$ cat src/rtl/bram_arbiter_if.sv
// Requester and BRAM port-B signal bundle for bram_arbiter.
// slave = arbiter view, master = requesters plus BRAM model view.
interface bram_arbiter_if #(
  parameter int ADDR_W = 10,
  parameter int DATA_W = 16
);
  logic              req0;
  logic              req1;
  logic              we0;
  logic              we1;
  logic [ADDR_W-1:0] addr0;
  logic [ADDR_W-1:0] addr1;
  logic [DATA_W-1:0] wdata0;
  logic [DATA_W-1:0] wdata1;
  logic              ack0;
  logic              ack1;
  logic [DATA_W-1:0] rdata0;
  logic [DATA_W-1:0] rdata1;
  logic [ADDR_W-1:0] mem_addr;
  logic              mem_we;
  logic [DATA_W-1:0] mem_wdata;
  logic [DATA_W-1:0] mem_rdata;
  logic              busy;
  logic              gnt_id;

  modport slave (
    input  req0, req1, we0, we1, addr0, addr1, wdata0, wdata1, mem_rdata,
    output ack0, ack1, rdata0, rdata1, mem_addr, mem_we, mem_wdata, busy, gnt_id
  );

  modport master (
    output req0, req1, we0, we1, addr0, addr1, wdata0, wdata1, mem_rdata,
    input  ack0, ack1, rdata0, rdata1, mem_addr, mem_we, mem_wdata, busy, gnt_id
  );
endinterface

$ cat src/rtl/bram_arbiter.sv
// Two-requester arbiter for the shared BRAM port B: IDLE -> ACCESS -> RESP per access.
// Define BRAM_ARB_ROUND_ROBIN_EN for round-robin; otherwise requester 0 has fixed priority.
module bram_arbiter #(
  parameter int ADDR_W = 10,
  parameter int DATA_W = 16
) (
  input  logic            clk,
  input  logic            reset,
  bram_arbiter_if.slave   bus
);
  typedef enum logic [1:0] {IDLE, ACCESS, RESP} state_t;

  state_t            state_reg, state_next;
  logic [ADDR_W-1:0] mem_addr_reg, mem_addr_next;
  logic [DATA_W-1:0] mem_wdata_reg, mem_wdata_next;
  logic              mem_we_reg, mem_we_next;
  logic              gnt_id_reg, gnt_id_next;
  logic              busy_reg, busy_next;
  logic              any_req;
  logic              winner;
  logic              resp_active;

  always_comb begin
    any_req = bus.req0 | bus.req1;
`ifdef BRAM_ARB_ROUND_ROBIN_EN
    // On a tie the requester that did not own the last access wins.
    if (bus.req0 && bus.req1) begin
      winner = ~gnt_id_reg;
    end else begin
      winner = bus.req1;
    end
`else
    winner = ~bus.req0;
`endif
  end

  always_comb begin
    state_next     = state_reg;
    mem_addr_next  = mem_addr_reg;
    mem_wdata_next = mem_wdata_reg;
    mem_we_next    = mem_we_reg;
    gnt_id_next    = gnt_id_reg;
    busy_next      = busy_reg;
    case (state_reg)
      IDLE: begin
        if (any_req) begin
          state_next     = ACCESS;
          mem_addr_next  = winner ? bus.addr1  : bus.addr0;
          mem_wdata_next = winner ? bus.wdata1 : bus.wdata0;
          mem_we_next    = winner ? bus.we1    : bus.we0;
          gnt_id_next    = winner;
          busy_next      = 1'b1;
        end
      end
      ACCESS: begin
        // The BRAM samples the port at this edge; keep addr/wdata, drop the strobe.
        state_next  = RESP;
        mem_we_next = 1'b0;
      end
      RESP: begin
        state_next = IDLE;
        busy_next  = 1'b0;
      end
      default: begin
        state_next  = IDLE;
        mem_we_next = 1'b0;
        busy_next   = 1'b0;
      end
    endcase
  end

  always_ff @(posedge clk or negedge reset) begin
    if (!reset) begin
      state_reg     <= IDLE;
      mem_addr_reg  <= '0;
      mem_wdata_reg <= '0;
      mem_we_reg    <= 1'b0;
      gnt_id_reg    <= 1'b1;
      busy_reg      <= 1'b0;
    end else begin
      state_reg     <= state_next;
      mem_addr_reg  <= mem_addr_next;
      mem_wdata_reg <= mem_wdata_next;
      mem_we_reg    <= mem_we_next;
      gnt_id_reg    <= gnt_id_next;
      busy_reg      <= busy_next;
    end
  end

  // Response is decoded from registered state; read data passes straight from the BRAM.
  assign resp_active = (state_reg == RESP);
  assign bus.ack0    = resp_active & ~gnt_id_reg;
  assign bus.ack1    = resp_active &  gnt_id_reg;
  assign bus.rdata0  = bus.ack0 ? bus.mem_rdata : '0;
  assign bus.rdata1  = bus.ack1 ? bus.mem_rdata : '0;

  assign bus.mem_addr  = mem_addr_reg;
  assign bus.mem_we    = mem_we_reg;
  assign bus.mem_wdata = mem_wdata_reg;
  assign bus.busy      = busy_reg;
  assign bus.gnt_id    = gnt_id_reg;
endmodule
$ cat src/flat_wrapper.sv
// flat-port wrapper written by rule: the top's interface ports become plain ports
module bram_arbiter_flat 
#(
  parameter int ADDR_W = 10,
  parameter int DATA_W = 16
)
  (clk, reset, bus_req0, bus_req1, bus_we0, bus_we1, bus_addr0, bus_addr1, bus_wdata0, bus_wdata1, bus_mem_rdata, bus_ack0, bus_ack1, bus_rdata0, bus_rdata1, bus_mem_addr, bus_mem_we, bus_mem_wdata, bus_busy, bus_gnt_id);
  bram_arbiter_if #(.ADDR_W(ADDR_W), .DATA_W(DATA_W)) bus_i ();
  input  logic clk;
  input  logic reset;
  input wire logic [$bits(bus_i.req0)-1:0] bus_req0;
  input wire logic [$bits(bus_i.req1)-1:0] bus_req1;
  input wire logic [$bits(bus_i.we0)-1:0] bus_we0;
  input wire logic [$bits(bus_i.we1)-1:0] bus_we1;
  input wire logic [$bits(bus_i.addr0)-1:0] bus_addr0;
  input wire logic [$bits(bus_i.addr1)-1:0] bus_addr1;
  input wire logic [$bits(bus_i.wdata0)-1:0] bus_wdata0;
  input wire logic [$bits(bus_i.wdata1)-1:0] bus_wdata1;
  input wire logic [$bits(bus_i.mem_rdata)-1:0] bus_mem_rdata;
  output wire logic [$bits(bus_i.ack0)-1:0] bus_ack0;
  output wire logic [$bits(bus_i.ack1)-1:0] bus_ack1;
  output wire logic [$bits(bus_i.rdata0)-1:0] bus_rdata0;
  output wire logic [$bits(bus_i.rdata1)-1:0] bus_rdata1;
  output wire logic [$bits(bus_i.mem_addr)-1:0] bus_mem_addr;
  output wire logic [$bits(bus_i.mem_we)-1:0] bus_mem_we;
  output wire logic [$bits(bus_i.mem_wdata)-1:0] bus_mem_wdata;
  output wire logic [$bits(bus_i.busy)-1:0] bus_busy;
  output wire logic [$bits(bus_i.gnt_id)-1:0] bus_gnt_id;
  assign bus_i.req0 = bus_req0;
  assign bus_i.req1 = bus_req1;
  assign bus_i.we0 = bus_we0;
  assign bus_i.we1 = bus_we1;
  assign bus_i.addr0 = bus_addr0;
  assign bus_i.addr1 = bus_addr1;
  assign bus_i.wdata0 = bus_wdata0;
  assign bus_i.wdata1 = bus_wdata1;
  assign bus_i.mem_rdata = bus_mem_rdata;
  assign bus_ack0 = bus_i.ack0;
  assign bus_ack1 = bus_i.ack1;
  assign bus_rdata0 = bus_i.rdata0;
  assign bus_rdata1 = bus_i.rdata1;
  assign bus_mem_addr = bus_i.mem_addr;
  assign bus_mem_we = bus_i.mem_we;
  assign bus_mem_wdata = bus_i.mem_wdata;
  assign bus_busy = bus_i.busy;
  assign bus_gnt_id = bus_i.gnt_id;
  bram_arbiter #(.ADDR_W(ADDR_W), .DATA_W(DATA_W)) u_core (.clk(clk), .reset(reset), .bus(bus_i));
endmodule
$ cat config.mk
export PLATFORM = sky130hd
export DESIGN_NAME = bram_arbiter_flat
export DESIGN_NICKNAME = d
export VERILOG_FILES = /design/src/rtl/bram_arbiter_if.sv /design/src/rtl/bram_arbiter.sv /design/src/flat_wrapper.sv
export SDC_FILE = /design/constraint.sdc
export NUM_CORES = 1
export LEC_CHECK = 0
export ABC_AREA = 1
export ABC_CLOCK_PERIOD_IN_PS = 1400
export CAP_MARGIN = 25
export CORE_MARGIN = 2
export CORE_UTILIZATION = 34
export CTS_CLUSTER_SIZE = 30
export DETAILED_ROUTE_END_ITERATION = 8
export HOLD_SLACK_MARGIN = 0.1
export PLACE_DENSITY = 0.84
export SYNTH_ARGS = -nofsm -noshare
export SYNTH_HDL_FRONTEND = slang
export SYNTH_SLANG_ARGS = --single-unit
$ cat constraint.sdc
create_clock -name clk -period 1.4 [get_ports clk]
set_input_delay 0.28 -clock clk [delete_from_list [all_inputs] [get_ports clk]]
set_output_delay 0.28 -clock clk [all_outputs]
set_load 0.005 [all_outputs]
## After elaboration in Yosys (flattened, before gate mapping)

Index checks and enable logic that the tools add are counted.
W data, S select, Z words.

| operators by class | value |
|---|---|
| equal/unequal tests | 3 |
| bitwise gates (word level) | 7 |
| reduce and logical (&&, ||, !) cells | 4 |
| multiplexer cells | 11 |

Operator list:

| kind | count |
|---|---|
| $mux W16 | 3 |
| $mux W10 | 1 |
| $reduce_and A2 Y1 | 3 |
| $not A1 Y1 | 4 |
| $pmux W1 S2 | 2 |
| $pmux W2 S2 | 1 |
| $mux W1 | 3 |
| $and A1 B1 Y1 | 2 |
| $eq A2 B1 Y1 const B | 1 |
| $eq A2 B2 Y1 const B | 1 |
| $logic_not A2 Y1 | 1 |
| $mux W2 | 1 |
| $ne A2 B1 Y1 const B | 1 |
| $or A1 B1 Y1 | 1 |

| word-level totals | value |
|---|---|
| logic and storage cells | 31 |
| output and inout bits | 63 |
| register bits | 31 |
| bits of input ports | 74 |

## Depth between registers and ports, before layout

| logic depth | value |
|---|---|
| depth after elaboration | 3 |
| mapped depth | 7 |
| gate-level depth less buffers | 5 |

## Least setup slack after synthesis

OpenSTA, ideal clock, no wires.

| timing | value |
|---|---|
| path type | reg2out |
| from | register u_core.gnt_id_reg (netlist: u_core.bus.gnt_id) |
| to | output bus_rdata1[10] |
| required time | 1.120 ns |
| arrival time | 0.950 ns |
| buffers on the path | 1 |
| stages on the path, launching flop included | 4 |
| setup slack | 0.170 ns |
| path through | dfstp_2 nand3_2 buf_6 nor2_1 |

| between the ends | value |
|---|---|
| cells in the longest elaborated chain, start to end | 2 |

Ends and longest elaborated chain:

| what | RTL line | source |
|---|---|---|
| start: declaration | bram_arbiter.sv:17 | `logic gnt_id_reg, gnt_id_next;` |
| start signal: assignment | bram_arbiter.sv:85 | `gnt_id_reg <= gnt_id_next;` |
| $and A1 B1 Y1 | bram_arbiter.sv:93 | `assign bus.ack1 = resp_active & gnt_id_reg;` |
| $mux W16 | bram_arbiter.sv:95 | `assign bus.rdata1 = bus.ack1 ? bus.mem_rdata : '0;` |
| end: declaration | flat_wrapper.sv:23 | `output wire logic [$bits(bus_i.rdata1)-1:0] bus_rdata1;` |

No other way between the ends.

## Final worst setup path

| timing | value |
|---|---|
| from | register u_core.gnt_id_reg (netlist: u_core.bus.gnt_id) |
| to | output bus_rdata1[6] |

The elaborated chain is that of the path after synthesis.

==> run_results.csv <==
group,metric,value,unit
finish,fin_cells,504,
logic_synthesis,yosysSeqAreaShare,0.432,
clock_tree,root_buffer,"clkbuf_8",
worst_setup_path,worstSetupStartpointType,"flip-flop",
placement,hpwl,4300,um
clock_tree,clk_latency,0.28,ns
worst_setup_path,worstPathCellList,"nand3_2 > buf_12 > buf_12 > nor2_2 > buf_2",
power_and_ir_drop,p_per_area,1500,nW/um2
route,first_pass_iters,4,
clock_tree,clkSinkCount,31,
power_and_ir_drop,pwr-share-seq,0.296,
clock_tree,cts-buffers-inserted,5,
placement,dpl.cell_count,483,
grt,grt-ovfl-total,0,
clock_tree,clk_path_buf_depth,2,
logic_synthesis,synth_fp_nets,349,
route,antenna_left,0,
placement,numPortBuffers,136,
logic_synthesis,synthSimpleGateAreaFrac,0.460,
power_and_ir_drop,comb_power_share,0.503,
finish,multiInputGateArea,953,um2
finish,antennaDiodeCount,0,
clock_tree,ctsHoldBuffers,0,
grt,antenna_found_initial,0,
power_and_ir_drop,switching_share,0.346,
floorplan,die_y,76.7,um
clock_tree,clk_pin_slew,0.07,ns
timing,grt_setup_unrepaired,"yes",
logic_synthesis,yosys.area.top_type,"dfrtp_1",
finish,largest_reg_flops,16,
timing,setup_tns,-8.38,ns
logic_synthesis,yosys_most_used_dff,"dfrtp_1",
clock_tree,htreeDepth,2,
finish,fill_cells,413,
logic_synthesis,yosys-mux-area-fraction,0,
power_and_ir_drop,power_frac_clock,0.201,
clock_tree,cts_tree,"done",
floorplan,die_x,76.7,um
timing,max_freq,592,MHz
outcome,status,"finished with violations",
worst_setup_path,crit_path_max_incr_delay,0.56,ns
logic_synthesis,synth_fa_ha_area_frac,0,
worst_setup_path,arrival,1.41,ns
finish,regArea,777,um2
logic_synthesis,async_reset_ff_frac,1.00,
worst_setup_path,end_kind,"primary output",
logic_synthesis,yosys_warnings,0,
timing,hold_violations,0,
timing,setup_ws,-0.290,ns
worst_setup_path,required,1.12,ns
timing,finalSetupViolations,34,
logic_synthesis,synth_edf_count,0,
placement,gp_congestion,0.778,
hold_path,hold_class,"input pin to async pin",
route,drt-initial-drc-count,45,
placement,place_ws,-0.342,ns
logic_synthesis,synth-compound-area-share,0.00278,
timing,slew_headroom,0.854,
logic_synthesis,synthDistinctLibCells,17,
logic_synthesis,avgSynthCellArea,6.54,um2
grt,grt_pass1_wl,9860,um
worst_setup_path,path_class,"flip-flop to primary output",
logic_synthesis,synth_area,1800,um2
route,viasPerCell,4.37,
power_and_ir_drop,p_leak,1.98,nW
route,wl_per_cell,11.6,um
timing,finClkSkew,0.00419,ns
logic_synthesis,synthCells,275,
grt,grt_usage,0.207,
worst_setup_path,cpMaxStageDelayCell,"dfstp_2",
finish,fin_nets,507,
power_and_ir_drop,vdd.ir_drop.worst,795,uV
power_and_ir_drop,internal_power,3.45,mW
finish,area_growth,96.1,%
job,maxCapViolations,0,
floorplan,row_count,26,
logic_synthesis,synth_top_family_by_area,"simple AND/OR/NAND/NOR gates",
logic_synthesis,yosys-top-cells-area,"dfrtp_1, nand2_1, nor2_1, inv_1, buf_6",
timing,finalCriticalPeriod,1.69,ns
power_and_ir_drop,switchingPower,1.82,mW
timing,slew_violations,0,
route,drc,0,
floorplan,start_util,0.352,
logic_synthesis,synth_xor_xnor_area_share,0,
grt,grt_pass1_vias,2162,
logic_synthesis,synth_top_area_share,0.418,
logic_synthesis,synth-seq-cells,31,
timing,tightestPinTransition,0.219,ns
worst_setup_path,crit_top_cell,"buf_12",
floorplan,dieArea,5890,um2
floorplan,pin_count,137,
finish,drive_gt1_frac,0.249,
outcome,violations,"negative setup slack",
floorplan,coreArea,5110,um2
route,routed_wl,5830,um
timing,post-route-period-util,1.21,
route,vias,2204,
worst_setup_path,cp_max_fo,8,
grt,grt_max_degree,32,
path summary, 6_finish.rpt:
check                                            start                      end  slack, ns  cells after the start
worst max register to register     u_core.state_reg[1]  u_core.bus.mem_wdata[0]       0.21                      6
min in group clk                u_core.bus.mem_addr[1]   u_core.bus.mem_addr[1]       0.47                      2
worst max-delay path                 u_core.bus.gnt_id            bus_rdata1[6]      -0.29                      5
worst min-delay path                             reset   u_core.bus.mem_addr[4]       0.35                      2
worst min register to register  u_core.bus.mem_addr[1]   u_core.bus.mem_addr[1]       0.47                      2
max in group asynchronous                        reset        u_core.bus.gnt_id       0.81                      2
cells by family after synthesis:
kind of cell           count (synthesis)
DFF                                   31
AOI/OAI and AO/OA                      1
buffers and inverters                 35
and+or+nand+nor                      208
power by group through the flow:
| stage | registers (mW) | clock network (mW) | logic [mW] |
|---|---|---|---|
| global placement | 1.57 | 0 | 2.70 |
| floorplan | 1.61 | 0 | 1.04 |
| finish | 1.56 | 1.06 | 2.66 |
| detailed placement | 1.58 | 0 | 2.76 |
| global route | 1.63 | 1.13 | 2.97 |
| CTS | 1.56 | 1.08 | 2.60 |
layout make-up:
| class | count | share of cell area |
|---|---|---|
| timing repair buffer | 163 | 0.421 |
| clock buffer | 5 | 0.0195 |
| clock inverter | 3 | 0.0192 |
| sequential | 31 | 0.220 |
| tap | 70 | 0.0248 |
| multi-input combinational | 209 | 0.270 |
| inverter | 23 | 0.0245 |
through the flow:
stage	util	total power, mW	hold slack, ns	cell area (um2)
after floorplan	-	2.64	-0.0156	1800
after global placement	0.651	4.27	0.462	3320
after detailed placement	0.651	4.34	0.465	3320
after CTS	0.669	5.25	0.349	3420
after global routing	0.690	5.73	0.364	3530
final	0.690	5.28	0.348	3530
routing by layer:
metal	up-vias	share of wire	track usage
met4	0	0.013	0.0709
met2	119	0.49	0.376
met3	7	0.12	0.0847
li1	1114	-	-
met1	964	0.38	0.215
met5	-	0	0
worst max-delay path: cells and delay by family (launching register included):
kind          cells  cell delay, ns
flops             1            0.56
simple gates      2            0.16
buf+inv           3            0.41
synth_stat cells (2+ instances only):
cell type  count
nor2_1        34
nand2_1      166
inv_1         21
inv_2          2
dfrtp_1       30
buf_6          6
buf_2          4
nand2_2        2
buf_4          2
timing repair:
action / CTS / global route
gates resized for setup: 185 / 29
endpoints found under the setup margin: 63 / 35
pin swaps: 6 / 5
setup buffers: 10 / 4
cell usage in the layout (no fill, tap or decap):
| master | Yosys | final |
|---|---|---|
| buf_2 | 4 | 31 |
| dlygate4sd2_1 | 0 | 29 |
| buf_12 | 0 | 6 |
| buf_8 | 0 | 2 |
| buf_6 | 6 | 8 |
| nor2_4 | 1 | 10 |
| bufinv_16 | 0 | 2 |
| inv_2 | 2 | 4 |
| nand2_1 | 166 | 166 |
| buf_4 | 2 | 14 |
| nor2_8 | 1 | 1 |
| dfrtp_1 | 30 | 30 |
| nor2_2 | 1 | 19 |
| o21ai_0 | 1 | 1 |
| clkdlybuf4s50_1 | 0 | 73 |
| nand3_2 | 1 | 1 |
| inv_1 | 21 | 19 |
| clkinvlp_4 | 0 | 1 |
| clkbuf_8 | 0 | 5 |
| dfstp_2 | 1 | 1 |
| nand3b_4 | 0 | 1 |
| nand3_1 | 1 | 1 |
| nand2_2 | 2 | 2 |
| nor2_1 | 34 | 7 |
(Power assumes the default switching activity.)
